==> src/rtl/tls_pkg.sv <==
// Shared types and constants for the traffic phase scheduler: the phase
// enum, the bit positions of the lights vector, the light pattern for each
// phase, and small helpers for phase order and BCD conversion.
package tls_pkg;

  typedef enum logic [2:0] {
    AR_TO_X  = 3'd0,
    X_GREEN  = 3'd1,
    X_YELLOW = 3'd2,
    AR_TO_Y  = 3'd3,
    Y_GREEN  = 3'd4,
    Y_YELLOW = 3'd5,
    FLASH    = 3'd6
  } state_t;

  // lights = {Ry, Yy, Gy, Rx, Yx, Gx}
  localparam int LIGHT_GX = 0;
  localparam int LIGHT_YX = 1;
  localparam int LIGHT_RX = 2;
  localparam int LIGHT_GY = 3;
  localparam int LIGHT_YY = 4;
  localparam int LIGHT_RY = 5;

  localparam logic [5:0] LIGHTS_ALLRED   = 6'b100_100;
  localparam logic [5:0] LIGHTS_X_GREEN  = 6'b100_001;
  localparam logic [5:0] LIGHTS_X_YELLOW = 6'b100_010;
  localparam logic [5:0] LIGHTS_Y_GREEN  = 6'b001_100;
  localparam logic [5:0] LIGHTS_Y_YELLOW = 6'b010_100;
  localparam logic [5:0] LIGHTS_FLASH_ON = 6'b010_010;
  localparam logic [5:0] LIGHTS_DARK     = 6'b000_000;

  function automatic logic is_allred(state_t s);
    return (s == AR_TO_X) || (s == AR_TO_Y);
  endfunction

  function automatic logic is_green(state_t s);
    return (s == X_GREEN) || (s == Y_GREEN);
  endfunction

  // Normal rotation; FLASH always falls back to the X-side clearance.
  function automatic state_t next_phase(state_t s);
    state_t n;
    case (s)
      AR_TO_X:  n = X_GREEN;
      X_GREEN:  n = X_YELLOW;
      X_YELLOW: n = AR_TO_Y;
      AR_TO_Y:  n = Y_GREEN;
      Y_GREEN:  n = Y_YELLOW;
      default:  n = AR_TO_X;
    endcase
    return n;
  endfunction

  function automatic logic [5:0] phase_lights(state_t s, logic flash_on);
    logic [5:0] l;
    case (s)
      X_GREEN:  l = LIGHTS_X_GREEN;
      X_YELLOW: l = LIGHTS_X_YELLOW;
      Y_GREEN:  l = LIGHTS_Y_GREEN;
      Y_YELLOW: l = LIGHTS_Y_YELLOW;
      FLASH:    l = flash_on ? LIGHTS_FLASH_ON : LIGHTS_DARK;
      default:  l = LIGHTS_ALLRED;
    endcase
    return l;
  endfunction

  // 0..99 binary to {tens, units} BCD.
  function automatic logic [7:0] bin_to_bcd(logic [6:0] bin);
    logic [3:0] tens;
    logic [3:0] units;
    tens  = 4'(bin / 7'd10);
    units = 4'(bin % 7'd10);
    return {tens, units};
  endfunction

endpackage

==> src/rtl/traffic_phase_scheduler_if.sv <==
// Tick/request inputs and light/display outputs of the phase scheduler.
// master = the side driving tick and requests, slave = the scheduler.
interface traffic_phase_scheduler_if;
  import tls_pkg::*;

  logic       tick;
  logic       flash_req;
  logic       ped_req;
  logic       ped_ack;
  logic [5:0] lights;
  logic [7:0] count_bcd;
  state_t     phase;
  logic       sec_pulse;

  modport master (
    output tick, flash_req, ped_req,
    input  ped_ack, lights, count_bcd, phase, sec_pulse
  );

  modport slave (
    input  tick, flash_req, ped_req,
    output ped_ack, lights, count_bcd, phase, sec_pulse
  );
endinterface

==> src/rtl/tls_bin2bcd.sv <==
// Combinational 7-bit binary to 2-digit BCD; the parent registers the result.
module tls_bin2bcd
  import tls_pkg::*;
(
  input  logic [6:0] bin,
  output logic [7:0] bcd
);

  // Pure conversion, valid for 0..99.
  always_comb begin
    bcd = bin_to_bcd(bin);
  end

endmodule

==> src/rtl/traffic_phase_scheduler.sv <==
// Two-road intersection phase sequencer with per-phase seconds countdown
// (BCD) and night-flash mode. Optional pedestrian green-shortening is
// compiled in when TLS_PED_REQ_EN is defined.
module traffic_phase_scheduler
  import tls_pkg::*;
#(
  parameter int unsigned TX_GREEN      = 30,
  parameter int unsigned TY_GREEN      = 15,
  parameter int unsigned T_YELLOW      = 3,
  parameter int unsigned T_ALLRED      = 1,
  parameter int unsigned T_PED         = 5,
  parameter int unsigned TICKS_PER_SEC = 10
) (
  input logic                       clk,
  input logic                       rst,
  traffic_phase_scheduler_if.slave  bus
);

  localparam int SUB_W = (TICKS_PER_SEC > 1) ? $clog2(TICKS_PER_SEC) : 1;
  localparam logic [SUB_W-1:0] SUB_LAST = SUB_W'(TICKS_PER_SEC - 1);
  localparam logic [6:0] SEC_ALLRED = 7'(T_ALLRED);
  localparam logic [6:0] SEC_PED    = 7'(T_PED);

  function automatic logic [6:0] phase_duration(state_t s);
    logic [6:0] d;
    case (s)
      X_GREEN:            d = 7'(TX_GREEN);
      Y_GREEN:            d = 7'(TY_GREEN);
      X_YELLOW, Y_YELLOW: d = 7'(T_YELLOW);
      default:            d = SEC_ALLRED;
    endcase
    return d;
  endfunction

  state_t           state_reg, state_next;
  logic [6:0]       sec_left_reg, sec_left_next;
  logic [SUB_W-1:0] sub_cnt_reg, sub_cnt_next;
  logic             flash_on_reg, flash_on_next;
  logic [5:0]       lights_reg, lights_next;
  logic [7:0]       count_bcd_reg, count_bcd_next;
  logic [7:0]       sec_left_bcd;
  logic             sec_pulse_reg;
  logic             sec_event;
  logic             ped_pending;

  tls_bin2bcd u_bin2bcd (
    .bin (sec_left_next),
    .bcd (sec_left_bcd)
  );

  // Sub-second prescaler, seconds countdown and phase transitions.
  always_comb begin
    state_next    = state_reg;
    sec_left_next = sec_left_reg;
    sub_cnt_next  = sub_cnt_reg;
    flash_on_next = flash_on_reg;
    sec_event     = 1'b0;

    if (bus.tick) begin
      if (sub_cnt_reg == SUB_LAST) begin
        sub_cnt_next = '0;
        sec_event    = 1'b1;
      end else begin
        sub_cnt_next = sub_cnt_reg + 1'b1;
      end
    end

    if (sec_event) begin
      if (state_reg == FLASH) begin
        if (!bus.flash_req) begin
          state_next    = AR_TO_X;
          sec_left_next = SEC_ALLRED;
        end else begin
          flash_on_next = ~flash_on_reg;
        end
      end else if (sec_left_reg > 7'd1) begin
        // A pending pedestrian request trims a long green down to T_PED.
        if (ped_pending && is_green(state_reg) && (sec_left_reg > SEC_PED)) begin
          sec_left_next = SEC_PED;
        end else begin
          sec_left_next = sec_left_reg - 7'd1;
        end
      end else if (is_allred(state_reg) && bus.flash_req) begin
        // Flash is only entered from a clearance, never by cutting a green.
        state_next    = FLASH;
        sec_left_next = '0;
        flash_on_next = 1'b1;
      end else begin
        state_next    = next_phase(state_reg);
        sec_left_next = phase_duration(next_phase(state_reg));
      end
    end

    lights_next = phase_lights(state_next, flash_on_next);
  end

  // Display value follows the new countdown; blank (00) while flashing.
  always_comb begin
    count_bcd_next = (state_next == FLASH) ? 8'h00 : sec_left_bcd;
  end

  // State and registered outputs.
  always_ff @(posedge clk or posedge rst) begin
    if (rst) begin
      state_reg     <= AR_TO_X;
      sec_left_reg  <= SEC_ALLRED;
      sub_cnt_reg   <= '0;
      flash_on_reg  <= 1'b0;
      lights_reg    <= LIGHTS_ALLRED;
      count_bcd_reg <= bin_to_bcd(SEC_ALLRED);
      sec_pulse_reg <= 1'b0;
    end else begin
      state_reg     <= state_next;
      sec_left_reg  <= sec_left_next;
      sub_cnt_reg   <= sub_cnt_next;
      flash_on_reg  <= flash_on_next;
      lights_reg    <= lights_next;
      count_bcd_reg <= count_bcd_next;
      sec_pulse_reg <= sec_event;
    end
  end

  assign bus.lights    = lights_reg;
  assign bus.count_bcd = count_bcd_reg;
  assign bus.phase     = state_reg;
  assign bus.sec_pulse = sec_pulse_reg;

`ifdef TLS_PED_REQ_EN
  logic ped_latch_reg;
  logic ped_ack_reg;
  logic enter_allred;

  // A request arriving on the serving edge is merged into that service.
  assign ped_pending  = ped_latch_reg | bus.ped_req;
  assign enter_allred = sec_event && (state_next != state_reg) && is_allred(state_next);

  // Request latch, served (cleared and acked) on the next all-red entry.
  always_ff @(posedge clk or posedge rst) begin
    if (rst) begin
      ped_latch_reg <= 1'b0;
      ped_ack_reg   <= 1'b0;
    end else begin
      ped_latch_reg <= ped_pending & ~enter_allred;
      ped_ack_reg   <= ped_pending & enter_allred;
    end
  end

  assign bus.ped_ack = ped_ack_reg;
`else
  logic ped_req_unused;

  assign ped_pending    = 1'b0;
  assign ped_req_unused = bus.ped_req;
  assign bus.ped_ack    = 1'b0;
`endif

endmodule

==> src/flat_wrapper.sv <==
// flat-port wrapper written by rule: the top's interface ports become plain ports
module traffic_phase_scheduler_flat import tls_pkg::*;
#(
  parameter int unsigned TX_GREEN      = 30,
  parameter int unsigned TY_GREEN      = 15,
  parameter int unsigned T_YELLOW      = 3,
  parameter int unsigned T_ALLRED      = 1,
  parameter int unsigned T_PED         = 5,
  parameter int unsigned TICKS_PER_SEC = 10
)
  (clk, rst, bus_tick, bus_flash_req, bus_ped_req, bus_ped_ack, bus_lights, bus_count_bcd, bus_phase, bus_sec_pulse);
  traffic_phase_scheduler_if bus_i ();
  input logic clk;
  input logic rst;
  input wire logic [$bits(bus_i.tick)-1:0] bus_tick;
  input wire logic [$bits(bus_i.flash_req)-1:0] bus_flash_req;
  input wire logic [$bits(bus_i.ped_req)-1:0] bus_ped_req;
  output wire logic [$bits(bus_i.ped_ack)-1:0] bus_ped_ack;
  output wire logic [$bits(bus_i.lights)-1:0] bus_lights;
  output wire logic [$bits(bus_i.count_bcd)-1:0] bus_count_bcd;
  output wire logic [$bits(bus_i.phase)-1:0] bus_phase;
  output wire logic [$bits(bus_i.sec_pulse)-1:0] bus_sec_pulse;
  assign bus_i.tick = bus_tick;
  assign bus_i.flash_req = bus_flash_req;
  assign bus_i.ped_req = bus_ped_req;
  assign bus_ped_ack = bus_i.ped_ack;
  assign bus_lights = bus_i.lights;
  assign bus_count_bcd = bus_i.count_bcd;
  assign bus_phase = bus_i.phase;
  assign bus_sec_pulse = bus_i.sec_pulse;
  traffic_phase_scheduler #(.TX_GREEN(TX_GREEN), .TY_GREEN(TY_GREEN), .T_YELLOW(T_YELLOW), .T_ALLRED(T_ALLRED), .T_PED(T_PED), .TICKS_PER_SEC(TICKS_PER_SEC)) u_core (.clk(clk), .rst(rst), .bus(bus_i));
endmodule
==> config.mk <==
export PLATFORM = sky130hd
export DESIGN_NAME = traffic_phase_scheduler_flat
export DESIGN_NICKNAME = d
export VERILOG_FILES = /design/src/rtl/tls_pkg.sv /design/src/rtl/traffic_phase_scheduler_if.sv /design/src/rtl/tls_bin2bcd.sv /design/src/rtl/traffic_phase_scheduler.sv /design/src/flat_wrapper.sv
export SDC_FILE = /design/constraint.sdc
export NUM_CORES = 1
export LEC_CHECK = 0
export BUFFER_PORTS_ARGS = -buffer_cell sky130_fd_sc_hd__buf_2
export CELL_PAD_IN_SITES_DETAIL_PLACEMENT = 0
export CELL_PAD_IN_SITES_GLOBAL_PLACEMENT = 1
export CORE_MARGIN = 1
export CORE_UTILIZATION = 30
export CTS_CLUSTER_DIAMETER = 40
export DETAILED_ROUTE_END_ITERATION = 12
export GPL_TIMING_DRIVEN = 0
export PLACE_DENSITY_LB_ADDON = 0.1
export SYNTH_ARGS = -nofsm -noshare
export SYNTH_HDL_FRONTEND = slang
export SYNTH_HIERARCHICAL = 1
export SYNTH_SLANG_ARGS = --single-unit
==> constraint.sdc <==
create_clock -name clk -period 11.6 [get_ports clk]
set_clock_uncertainty 0.1 [all_clocks]
set_input_delay 2.32 -clock clk [delete_from_list [all_inputs] [get_ports clk]]
set_output_delay 2.32 -clock clk [all_outputs]
set_load 0.02 [all_outputs]
==> results.sh <==
export IMPL_synth_edf_count=0
export IMPL_p_int_mw=0.354
export IMPL_fin_nets=258
export IMPL_critical_path_class="in2reg"
export IMPL_drc=1
export IMPL_grtUsageTotal_pct=14.5
export IMPL_fp_dieH_um=84.8
export IMPL_drt_wl_total_um=4730
export IMPL_nFillCells=684
export IMPL_syn_inst=222
export IMPL_leakage_nw=1.07
export IMPL_drt_met1_wl_um=2240
export IMPL_outcome="finished, violations left"
export IMPL_hpwlAfterDp_um=3370
export IMPL_ys_flop_type="dfrtp_1"
export IMPL_drtPass1Iterations=9
export IMPL_ctsResizeCount=0
export IMPL_cp_max_fo=10
export IMPL_tightest_slew_ns=1.08
export IMPL_grt_pass1_vias=1568
export IMPL_ant_nets=0
export IMPL_grt_overflow=0
export IMPL_hold_class="reg2reg"
export IMPL_cts_sinks=30
export IMPL_slew_violations=0
export IMPL_drt_iter0_drc=58
export IMPL_cts_tree="built"
export IMPL_ys_types=70
export IMPL_critPathLaunchType="input port"
export IMPL_arrival_ns=6.19
export IMPL_diodes=0
export IMPL_violations="design-rule violations"
export IMPL_syn_area_sq_um=2060
export IMPL_ys_ff_latch=30
export IMPL_design_area_sq_um=2370
export IMPL_clkTransAtPathRegs_ns=0.07
export IMPL_syn_num_nets=230
export IMPL_yosysSeqAreaShare_pct=36.8
export IMPL_p_switching_mw=0.300
export IMPL_placed_cells=319
export IMPL_insertion_delay_ns=0.28
export IMPL_postSynthAreaPerCell_sq_um=9.26
export IMPL_antenna_found_initial=0
export IMPL_io_pins=24
export IMPL_gp_congestion=0.750
export IMPL_p_per_area_nw_per_um2=276
export IMPL_core_area_sq_um=6490
export IMPL_rsz0062_at_grt="no"
export IMPL_num_rows=29
export IMPL_route_met3_wl_um=201
export IMPL_largest_reg_flops=8
export IMPL_postPlaceCellArea_sq_um=2250
export IMPL_port_buffers=20
export IMPL_r2r_setup_slack_ns=7.18
export IMPL_cts_buffers=5
export IMPL_syn_to_final_growth_pct=15.3
export IMPL_cts_root_buf="clkbuf_8"
export IMPL_cts_htree_levels=2
export IMPL_cts_buffer_depth=2
export IMPL_seqPwrFrac_pct=24.5
export IMPL_comb_power_share_pct=62.0
export IMPL_irDropWorstVdd_v=0.000126
export IMPL_initial_core_util_pct=31.7
export IMPL_grt_pass1_wl_um=8000
export IMPL_end_kind="register"
export IMPL_finalNonFillerCells=328
export IMPL_swShare_pct=45.9
export IMPL_routed_via_density=5.14
export IMPL_grt_max_degree=31
export IMPL_fp_dieW_um=84.8
export IMPL_route_met2_wl_um=2240
export IMPL_post_cts_buffers=0
export IMPL_layout_min_cycle_time_ns=6.07
export IMPL_num_vias=1687
export IMPL_setup_violations=0
export IMPL_min_period_over_period_pct=52.3
export IMPL_highest_layer="met4"
export IMPL_maxSlewHeadroom_pct=27.3
export IMPL_async_reset_ff_share_pct=100
export IMPL_wl_per_cell_um=14.4
export IMPL_synth_warnings=6
export IMPL_cts_hold_buf=0
export IMPL_crit_required_ns=11.72
export IMPL_fmax_mhz=165
export IMPL_finalHoldViolations=0
export IMPL_dieArea_sq_um=7190
export IMPL_fin_tns_setup_ns=0
export IMPL_maxCapViolations=0
export IMPL_drive_gt1_share_pct=25.9
export IMPL_power_total_mw=0.654
export IMPL_clkPwrFrac_pct=13.4
-- worst paths after layout --
path | from | end | cells after the start
hold / removal | u_core/sub_cnt_reg[0] | u_core/sub_cnt_reg[0] | 1
setup reg to reg | u_core/sub_cnt_reg[2] | u_core/bus.count_bcd[1] | 14
setup / recovery | bus_tick | u_core/bus.count_bcd[1] | 15
max in group asynchronous | rst | u_core/sec_left_reg[0] | 3
min in group asynchronous | rst | u_core/bus.count_bcd[4] | 2
hold reg to reg | u_core/sub_cnt_reg[0] | u_core/sub_cnt_reg[0] | 1
-- synth_stat cells, drive strengths merged, types with 3 or more instances --
library cell	instances	share of area (%)
nand2	17	3.1
or3	4	1.2
o211ai	3	1.6
nor3b	4	1.5
dfstp	4	5.1
inv	13	2.4
ha	3	1.8
nand3	4	0.97
mux2i	3	1.5
xor2	3	1.3
o21a	3	1.1
and2	10	3.0
o21ai	18	4.9
nand2b	7	2.5
a21oi	11	2.9
a211oi	3	1.3
nor2b	4	1.2
buf	12	5.1
nor3	7	2.2
nor2	15	2.7
a21o	3	1.2
dfrtp	26	32
and3	3	1.2
clkbuf	3	0.55
-- logic make-up (layout without fill, tap and decap cells) --
kind of cell	Yosys count	after routing	share of synthesized area [%]
AOI/OAI and AO/OA	64	64	24.5
xor gates and xnor gates	4	4	1.70
adders and majority gates	3	3	1.83
buffers and inverters	29	58	8.16
DFF	30	30	36.8
muxes	3	3	1.46
other	1	1	0.182
and+or+nand+nor	88	88	25.4
-- power groups by stage --
stage / clock network (mW) / logic, mW / registers, mW
6_report: 0.0879 / 0.406 / 0.160
5_1_grt: 0.0981 / 0.455 / 0.165
4_1_cts: 0.0928 / 0.410 / 0.160
3_5_place_dp: 0 / 0.408 / 0.162
3_3_place_gp: 0 / 0.413 / 0.162
2_1_floorplan: 0 / 0.317 / 0.170
-- metrics by stage --
step / setup slack, ns / utilization [%] / hold slack, ns
finish: 5.53 / 36.5 / 0.414
global route: 5.22 / 36.5 / 0.453
CTS: 5.54 / 36.1 / 0.417
detailed placement: 5.22 / 34.7 / 0.405
global placement: 5.20 / 34.7 / 0.401
floorplan: 6.03 / - / 0.382
-- per-layer routing --
metal  vias to the layer above  global-route usage (%)
met1                       788                    18.4
met3                         2                    4.62
met5                         -                       0
met2                        41                    23.7
met4                         0                    4.62
li1                        856                       -
-- layout make-up --
type | instances | area, sq um | share of cell area (%)
Buffer | 15 | 115 | 4.85
Clock buffer | 7 | 86.3 | 3.64
Clock inverter | 1 | 5.00 | 0.211
Inverter | 14 | 52.6 | 2.22
Multi-Input combinational cell | 163 | 1130 | 47.8
Sequential cell | 30 | 756 | 31.9
Tap cell | 77 | 96.3 | 4.06
Timing Repair Buffer | 21 | 128 | 5.38
-- layout by cell type (no fill, tap or decap), types with 6 or more instances in the layout --
cell,instances
nand2_1,17
clkbuf_8,6
a21oi_1,10
nor2_1,15
buf_2,22
and2_1,10
inv_1,10
nand2b_1,6
dfrtp_1,26
o21ai_0,14
-- worst max-delay path, cell delays in order --
cell      delay, ns
buf_2          0.12
nand4b_1       0.20
or2_2          0.33
clkbuf_1       0.21
clkinv_1       0.23
nand4_1        0.19
o31ai_1        0.90
or3b_1         0.44
a31o_1         0.26
o211ai_2       0.10
inv_2          0.06
ha_1           0.25
or3_1          0.38
o211ai_2       0.07
and2_1         0.13
Power figures use the tool's default switching activity.
